`src/rtl/scan_test_controller.sv`:
```
// Scan test sequencer for a single-chain full-scan CUT: shift-in, capture,
// overlapped unload, and compare against expected state/PO with pass/fail stats.
module scan_test_controller #(
    parameter int FF    = 18,
    parameter int IN_W  = 14,
    parameter int OUT_W = 14,
    parameter int CW    = 16
) (
    input  logic             clk,
    input  logic             rst,
    input  logic             start,
    input  logic             stop_on_fail,
    input  logic             pat_valid,
    output logic             pat_ready,
    input  logic [IN_W-1:0]  pat_pi,
    input  logic [FF-1:0]    pat_scan_in,
    input  logic [FF-1:0]    pat_exp_st,
    input  logic [OUT_W-1:0] pat_exp_po,
    input  logic             pat_last,
    output logic [IN_W-1:0]  cut_pi,
    output logic             NbarT,
    output logic             Si,
    input  logic             So,
    input  logic [OUT_W-1:0] cut_po,
    output logic             busy,
    output logic             done,
    output logic             fail,
    output logic [CW-1:0]    mismatch_count,
    output logic [CW-1:0]    pat_count,
    output logic [CW-1:0]    first_fail_pat
);

    typedef enum logic [2:0] {
        IDLE, LOAD, SHIFT, CAPTURE, CHECK, UNLOAD, FINAL, DONE
    } state_t;

    localparam int CNT_W = (FF > 1) ? $clog2(FF) : 1;
    localparam logic [CNT_W-1:0] CNT_LAST = CNT_W'(FF - 1);

    state_t           state;
    logic [CNT_W-1:0] cnt;
    logic [FF-1:0]    sh_in;
    logic [FF-1:0]    sh_out;
    logic [FF-1:0]    exp_st;
    logic [FF-1:0]    prev_exp;
    logic [OUT_W-1:0] exp_po;
    logic [OUT_W-1:0] po_s;
    logic             last;
    logic             first;
    logic             sof;

    logic chk_mis;
    logic fin_mis;
    logic mis;

    function automatic logic [CW-1:0] sat_inc(input logic [CW-1:0] v);
        return (v == {CW{1'b1}}) ? v : v + 1'b1;
    endfunction

    // The first pattern has nothing meaningful to unload, so only its PO counts.
    assign chk_mis = first ? (po_s != exp_po)
                           : ({sh_out, po_s} != {prev_exp, exp_po});
    assign fin_mis = (sh_out != exp_st);
    assign mis     = ((state == CHECK) && chk_mis) || ((state == FINAL) && fin_mis);

    always_ff @(posedge clk or posedge rst) begin
        if (rst) begin
            state          <= IDLE;
            cnt            <= '0;
            sh_in          <= '0;
            sh_out         <= '0;
            exp_st         <= '0;
            prev_exp       <= '0;
            exp_po         <= '0;
            po_s           <= '0;
            last           <= 1'b0;
            first          <= 1'b0;
            sof            <= 1'b0;
            pat_ready      <= 1'b0;
            cut_pi         <= '0;
            NbarT          <= 1'b0;
            Si             <= 1'b0;
            busy           <= 1'b0;
            done           <= 1'b0;
            fail           <= 1'b0;
            mismatch_count <= '0;
            pat_count      <= '0;
            first_fail_pat <= '0;
        end else begin
            case (state)
                IDLE, DONE: begin
                    if (start) begin
                        fail           <= 1'b0;
                        mismatch_count <= '0;
                        pat_count      <= '0;
                        first_fail_pat <= '0;
                        first          <= 1'b1;
                        sof            <= stop_on_fail;
                        done           <= 1'b0;
                        busy           <= 1'b1;
                        pat_ready      <= 1'b1;
                        state          <= LOAD;
                    end
                end
                LOAD: begin
                    if (pat_valid) begin
                        cut_pi    <= pat_pi;
                        exp_po    <= pat_exp_po;
                        exp_st    <= pat_exp_st;
                        prev_exp  <= exp_st;
                        last      <= pat_last;
                        sh_in     <= pat_scan_in;
                        Si        <= pat_scan_in[0];
                        NbarT     <= 1'b1;
                        pat_ready <= 1'b0;
                        cnt       <= '0;
                        state     <= SHIFT;
                    end
                end
                SHIFT, UNLOAD: begin
                    // So is the pre-shift chain bit at this position.
                    sh_in       <= sh_in >> 1;
                    sh_out[cnt] <= So;
                    cnt         <= cnt + 1'b1;
                    Si          <= sh_in[1];
                    if (cnt == CNT_LAST) begin
                        NbarT <= 1'b0;
                        Si    <= 1'b0;
                        state <= (state == SHIFT) ? CAPTURE : FINAL;
                    end
                end
                CAPTURE: begin
                    po_s      <= cut_po;
                    pat_count <= sat_inc(pat_count);
                    state     <= CHECK;
                end
                CHECK: begin
                    first <= 1'b0;
                    if (chk_mis && sof) begin
                        busy  <= 1'b0;
                        done  <= 1'b1;
                        state <= DONE;
                    end else if (last) begin
                        sh_in <= '0;
                        NbarT <= 1'b1;
                        Si    <= 1'b0;
                        cnt   <= '0;
                        state <= UNLOAD;
                    end else begin
                        pat_ready <= 1'b1;
                        state     <= LOAD;
                    end
                end
                FINAL: begin
                    busy  <= 1'b0;
                    done  <= 1'b1;
                    state <= DONE;
                end
                default: state <= IDLE;
            endcase

            // Compare bookkeeping shared by CHECK and FINAL.
            if (mis) begin
                mismatch_count <= sat_inc(mismatch_count);
                fail           <= 1'b1;
                if (!fail)
                    first_fail_pat <= pat_count;
            end
        end
    end

endmodule

```
`config.mk`:
```
export PLATFORM = sky130hd
export DESIGN_NAME = scan_test_controller
export DESIGN_NICKNAME = d
export VERILOG_FILES = /design/src/rtl/scan_test_controller.sv
export SDC_FILE = /design/constraint.sdc
export NUM_CORES = 1
export LEC_CHECK = 0
export BUFFER_PORTS_ARGS = -buffer_cell sky130_fd_sc_hd__buf_2
export CAP_MARGIN = 20
export CORE_MARGIN = 3
export CORE_UTILIZATION = 40
export DETAILED_ROUTE_END_ITERATION = 10
export PLACE_DENSITY_LB_ADDON = 0.05
export SYNTH_ARGS = -nofsm -noshare
export SYNTH_HDL_FRONTEND = slang
export SYNTH_SLANG_ARGS = --single-unit
export TNS_END_PERCENT = 50
```
`constraint.sdc`:
```
create_clock -name clk -period 15.55 [get_ports clk]
set_input_delay 0.7775 -clock clk [delete_from_list [all_inputs] [get_ports clk]]
set_output_delay 0.7775 -clock clk [all_outputs]
set_load 0.01 [all_outputs]
```
# --- Yosys cells after proc, flatten, opt, wreduce, memory -nomap -nowiden ---
# Cells that the tools add are included.
word_totals:
  ff_bits: 179
  inputBits: 85
  out_inout_bits: 68
  elab_cells: 126
classes:
  n_addsub: 3
  magnitude_cmp: 2
  eq_ne: 22
  muxes: 52
  reduce_logical: 26
ops:
  columns: ["op", "count"]
  rows:
  - ["$mux 16", 9]
  - ["$mux 18", 3]
  - ["$pmux 18 s3", 1]
  - ["$add 16x1->16 const B", 2]
  - ["$eq 16x16->1 const B", 2]
  - ["$ne 32x32->1", 1]
  - ["$pmux 16 s2", 1]
  - ["$mux 1", 19]
  - ["$bwmux 18", 1]
  - ["$mux 3", 6]
  - ["$ne 18x18->1", 1]
  - ["$pmux 3 s6", 1]
  - ["$ne 2x2->1 const B", 8]
  - ["$mux 5", 3]
  - ["$pmux 1 s3", 5]
  - ["$pmux 5 s3", 1]
  - ["$ne 14x14->1", 1]
  - ["$eq 3x3->1 const B", 4]
  - ["$reduce_and 3->1", 4]
  - ["$reduce_and 5->1", 2]
  - ["$reduce_bool 3->1", 3]
  - ["$reduce_and 2->1", 4]
  - ["$reduce_bool 2->1", 4]
  - ["$eq 3x2->1 const B", 2]
  - ["13 further kinds", 17]

# --- Longest topological paths before layout ---
logic_depth:
  word_depth: 6
  depth_mapped: 10
  depth_no_buf: 8

# --- Worst setup path before layout ---
# No wires, ideal clock.
synth_timing:
  path_kind: "input -> register"
  startpoint: "in start"
  endpoint: "reg pat_count[9]"
  setup_ns: 0.132
  t_arrival_ns: 2.337
  required_time_ns: 15.418
  slack_ns: 13.081
  stages: 9
  path_buffers: 2
  cell_sequence: "buf_2 nor3b_2 a21oi_1 o21ai_2 and4_1 buf_2 or4b_1 xnor2_1 nor2_1"
synth_via:
  elab_chain_len: 2
synth_rtl:
  columns: ["element", "line", "rtl"]
  rows:
  - ["start, declared", "11", "input logic start,"]
  - ["$ne 2x2->1 (no line)", null, null]
  - ["$reduce_and 3->1 (no line)", null, null]
  - ["end signal, assigned", "134", "pat_count <= sat_inc(pat_count);"]
  - ["end, declared", "29", "output logic [CW-1:0] pat_count,"]
# No other way between the ends.
# A chain may end at the register's enable or synchronous reset.

# --- Final worst setup path ---
layout_timing:
  startpoint: "reg state[1]"
  endpoint: "reg pat_count[9]"
layout_via:
  elab_chain_len: 4
  elab_cells_between_ends: 9
  classes_between: "eq/ne: 4; mux: 1; reduce/logical: 4"
layout_rtl:
  columns: ["element", "line", "rtl"]
  rows:
  - ["start, declared", "40", "state_t state;"]
  - ["start signal, assigned", "129", "state <= (state == SHIFT) ? CAPTURE : FINAL;"]
  - ["$eq 3x3->1 or $logic_not 3->1 (tied branches)", "90", "case (state)"]
  - ["$reduce_or 2->1", "90", null]
  - ["$ne 2x2->1 (no line) or $reduce_bool 2->1 (tied branches)", null, null]
  - ["$reduce_and 3->1 (no line)", null, null]
# Several ways; a longest one is shown, not always the timed one.

==> results.md <==
* Outcome: complete, no violations
* Worst r2r dst: pat_count[9]$_DFFE_PP0P_
* CORE AREA at 20400 µm²
* Final HPWL DP at approximately 13 mm
* Final core utilization at 0.488
* Pwr/cell area at 185 nW/µm²
* Drt pass-1 iters at 5
* Mean Syn Cell Area at between 10 and 15 µm²
* Synth Flop Type: dfrtp_1
* Final Routed Wirelength at 19.0 mm
* Synth area leader: dfrtp_1
* Post-layout min period at 2.92 ns
* Cell Area, Synth at 8420 µm²
* Post-cts resize count at 0
* Final period util at 0.188
* Worst min path class: flip-flop to flip-flop
* CTS Root Cell: clkbuf_16
* Final hold vios at 0
* R2R depth at 7
* Clock-pin transition on the worst setup and hold timing paths at approximately 0.070 ns
* Total power at roughly 1.8 mW
* Crit path capture type: flip-flop
* Fmax at 343 MHz
* Maxcap violations at 0
* Worst hold stages at 1
* WP data arrival at roughly 3.2 ns
* Worst endpoint required time at between 15 and 20 ns
* Iteration-0 DRC Markers at 256
* Clock Skew at about 0.015 ns
* TNS Setup at 0 ns
* CTS Sinks at 178
* Critical path fanouts, max at 22
* Post-route design area at 9960 µm²
* Post-synth EDFFs at 0
* Final setup viols at 0
* Pin count of the biggest net entering global routing at 90
* Share of cells above drive strength 1 at 0.343
* Largest family of logic cells by synthesized area: multiplexers
* Worst setup SP type: flip-flop
* Final Net Count at 946
* H-tree lvl count at 4
* Asr flop ratio synth at 1.00
* Die Ht at roughly 150 µm
* Std cell rows at 52
* Starting Density at 0.412
* Routability Congestion at 0.835
* Netlist cell types at 64
* VDD IR max at 0.0816 mV
* Vias at just under 6000
* Adder-Cell Fraction of Synth Area at 0.00891
* Number of CTS-inserted buffers at 17
* R2R Path Start: state[1]$_DFFE_PP0P_
* Rel. slew slack at 0.339
* Total gr overflow at 0
* CTS Buffer Depth at 2
* Leak Pwr at 4.73 nW
* Worst slew pin tran at 0.991 ns
* Register area share after synthesis at 0.529
* Clk Latency, worst-skew pair at 0.43 ns
* Post-synthesis simple-gate area fraction at 0.113
* CTS tree: done
* Area contributors post-synth: dfrtp_1, mux2_2, xnor2_1, xor2_1, mux2i_1
* Ports at 153
* RSZ-0062 raised after global routing: no
* Register-to-register setup slack at around 13 ns
* Max Slew Vio Count at 0
* Antenna violations before repair at 0
* YS warnings at 0
* PortBufs at 152
* Post-DRT Antenna Nets at 0
* Die area at 22800 µm²
* Number of diodes at 0
* DR vias/cell at about 5.2
* Vias in the first global route at 6072
* Worst hold endpoint: sh_in[12]$_DFFE_PP0P_
* Compound-Gate Fraction of Synth Area at 0.0872
* Post-synthesis xor/xnor area fraction at 0.0655
* Min Hold Slack at 0.476 ns
* Min-delay src: sh_in[12]$_DFFE_PP0P_
* Mux contribution to synthesized area at 0.158
* Overall Global Routing Usage at 0.172
* Synthesized Nets at just over 800
* Worst Setup Path Type: flip-flop to flip-flop
* Postcts setup bufs at 0
* Placed cell area at 9380 µm²
* Post-synthesis to final-layout area growth at 18.3%
* Most frequent cell after synthesis: dfrtp_1
* WL/cell at roughly 17 µm
* First-pass GRT wire length at 31.1 mm
* Post-Synthesis Cells at 714
* FF+latch count, synth at 178
* Top-area cell type share of the netlist area at 0.529
* Remaining DRCs at 0
* Synth top cells by count: dfrtp_1, mux2_2, nand2_1
* Hold_buf cts at 0
* Die width at 151 µm
[kinds of logic (layout without fill, tap and decap cells)]
family / after synthesis / count (layout)
DFF: 178 / 178
and+or+nand+nor: 181 / 181
muxes: 121 / 121
buffers and inverters: 66 / 220
xor gates and xnor gates: 63 / 63
AOI/OAI and AO/OA: 99 / 99
adders and majority gates: 6 / 6
[power by group]
group	internal, mW	switching, mW	leakage [nW]
combinational	0.315	0.309	2.22
clock	0.242	0.184	0.285
sequential	0.635	0.156	2.23
total	1.19	0.648	4.73
[stage by stage]
stage | setup WS [ns] | std cells
floorplan | 9.94 | 714
finish | 12.63 | 1138
global placement | 12.79 | 1105
detailed placement | 12.65 | 1105
CTS | 12.62 | 1137
global route | 12.45 | 1138
[registers in the layout, indices dropped and copies added, names as in the netlist, 3 cells and up]
name and count:
cnt 5, cut_pi 14, exp_po 14, exp_st 18, first_fail_pat 16, mismatch_count 16
pat_count 16, po_s 14, prev_exp 18, sh_in 17, sh_out 18, state 3
[worst max-delay path, stage by stage, from the launching register on]
cell and delay (ns):
dfrtp_1 0.91, nand3b_2 0.62, nor4_1 0.43, nand2_1 0.15, and4_1 0.28, or4b_1 0.20, xnor2_1 0.11, nor2_1 0.05
[worst max-delay path by stage]
stage | start | to | slack, ns | cells past startpoint
2_1_floorplan | rst | NbarT$_DFFE_PP0P_ | 9.94 | 1
3_3_place_gp | state[1]$_DFFE_PP0P_ | pat_count[9]$_DFFE_PP0P_ | 12.79 | 7
3_5_place_dp | state[1]$_DFFE_PP0P_ | pat_count[9]$_DFFE_PP0P_ | 12.65 | 7
4_1_cts | state[1]$_DFFE_PP0P_ | pat_count[9]$_DFFE_PP0P_ | 12.62 | 7
5_1_grt | state[1]$_DFFE_PP0P_ | pat_count[9]$_DFFE_PP0P_ | 12.45 | 7
6_report | state[1]$_DFFE_PP0P_ | pat_count[9]$_DFFE_PP0P_ | 12.63 | 7
[per-layer routing]
metal  GRT usage  wire length (µm)  vias up
met5           0                 0        -
met3      0.0368               612       12
li1            -                 -     2823
met2       0.294              9830      106
met4      0.0413               155        0
met1       0.224              8410     2991
[layout make-up]
cell class | count | area (µm²)
fill | 1919 | 10500
sequential | 178 | 4450
multi-input combinational | 470 | 3660
timing repair buffer | 159 | 817
clock buffer | 20 | 447
tap | 270 | 338
clock inverter | 12 | 131
inverter | 29 | 116
[cells in the final DEF, fill, tap and decap left out, types with 10 or more instances in the layout]
| cell type | instances |
|---|---|
| dfrtp_1 | 178 |
| buf_2 | 152 |
| mux2_2 | 89 |
| nand2_1 | 54 |
| nand3_1 | 37 |
| xnor2_1 | 33 |
| xor2_1 | 30 |
| inv_1 | 27 |
| nor2_1 | 25 |
| mux2i_1 | 22 |
| a21oi_1 | 19 |
| a21o_1 | 18 |
| a22o_1 | 18 |
| clkbuf_16 | 17 |
| nor4_1 | 11 |
| nand4_1 | 11 |
| o31ai_1 | 10 |
| mux2_1 | 10 |
No activity file was read; power rests on OpenSTA's default activity.
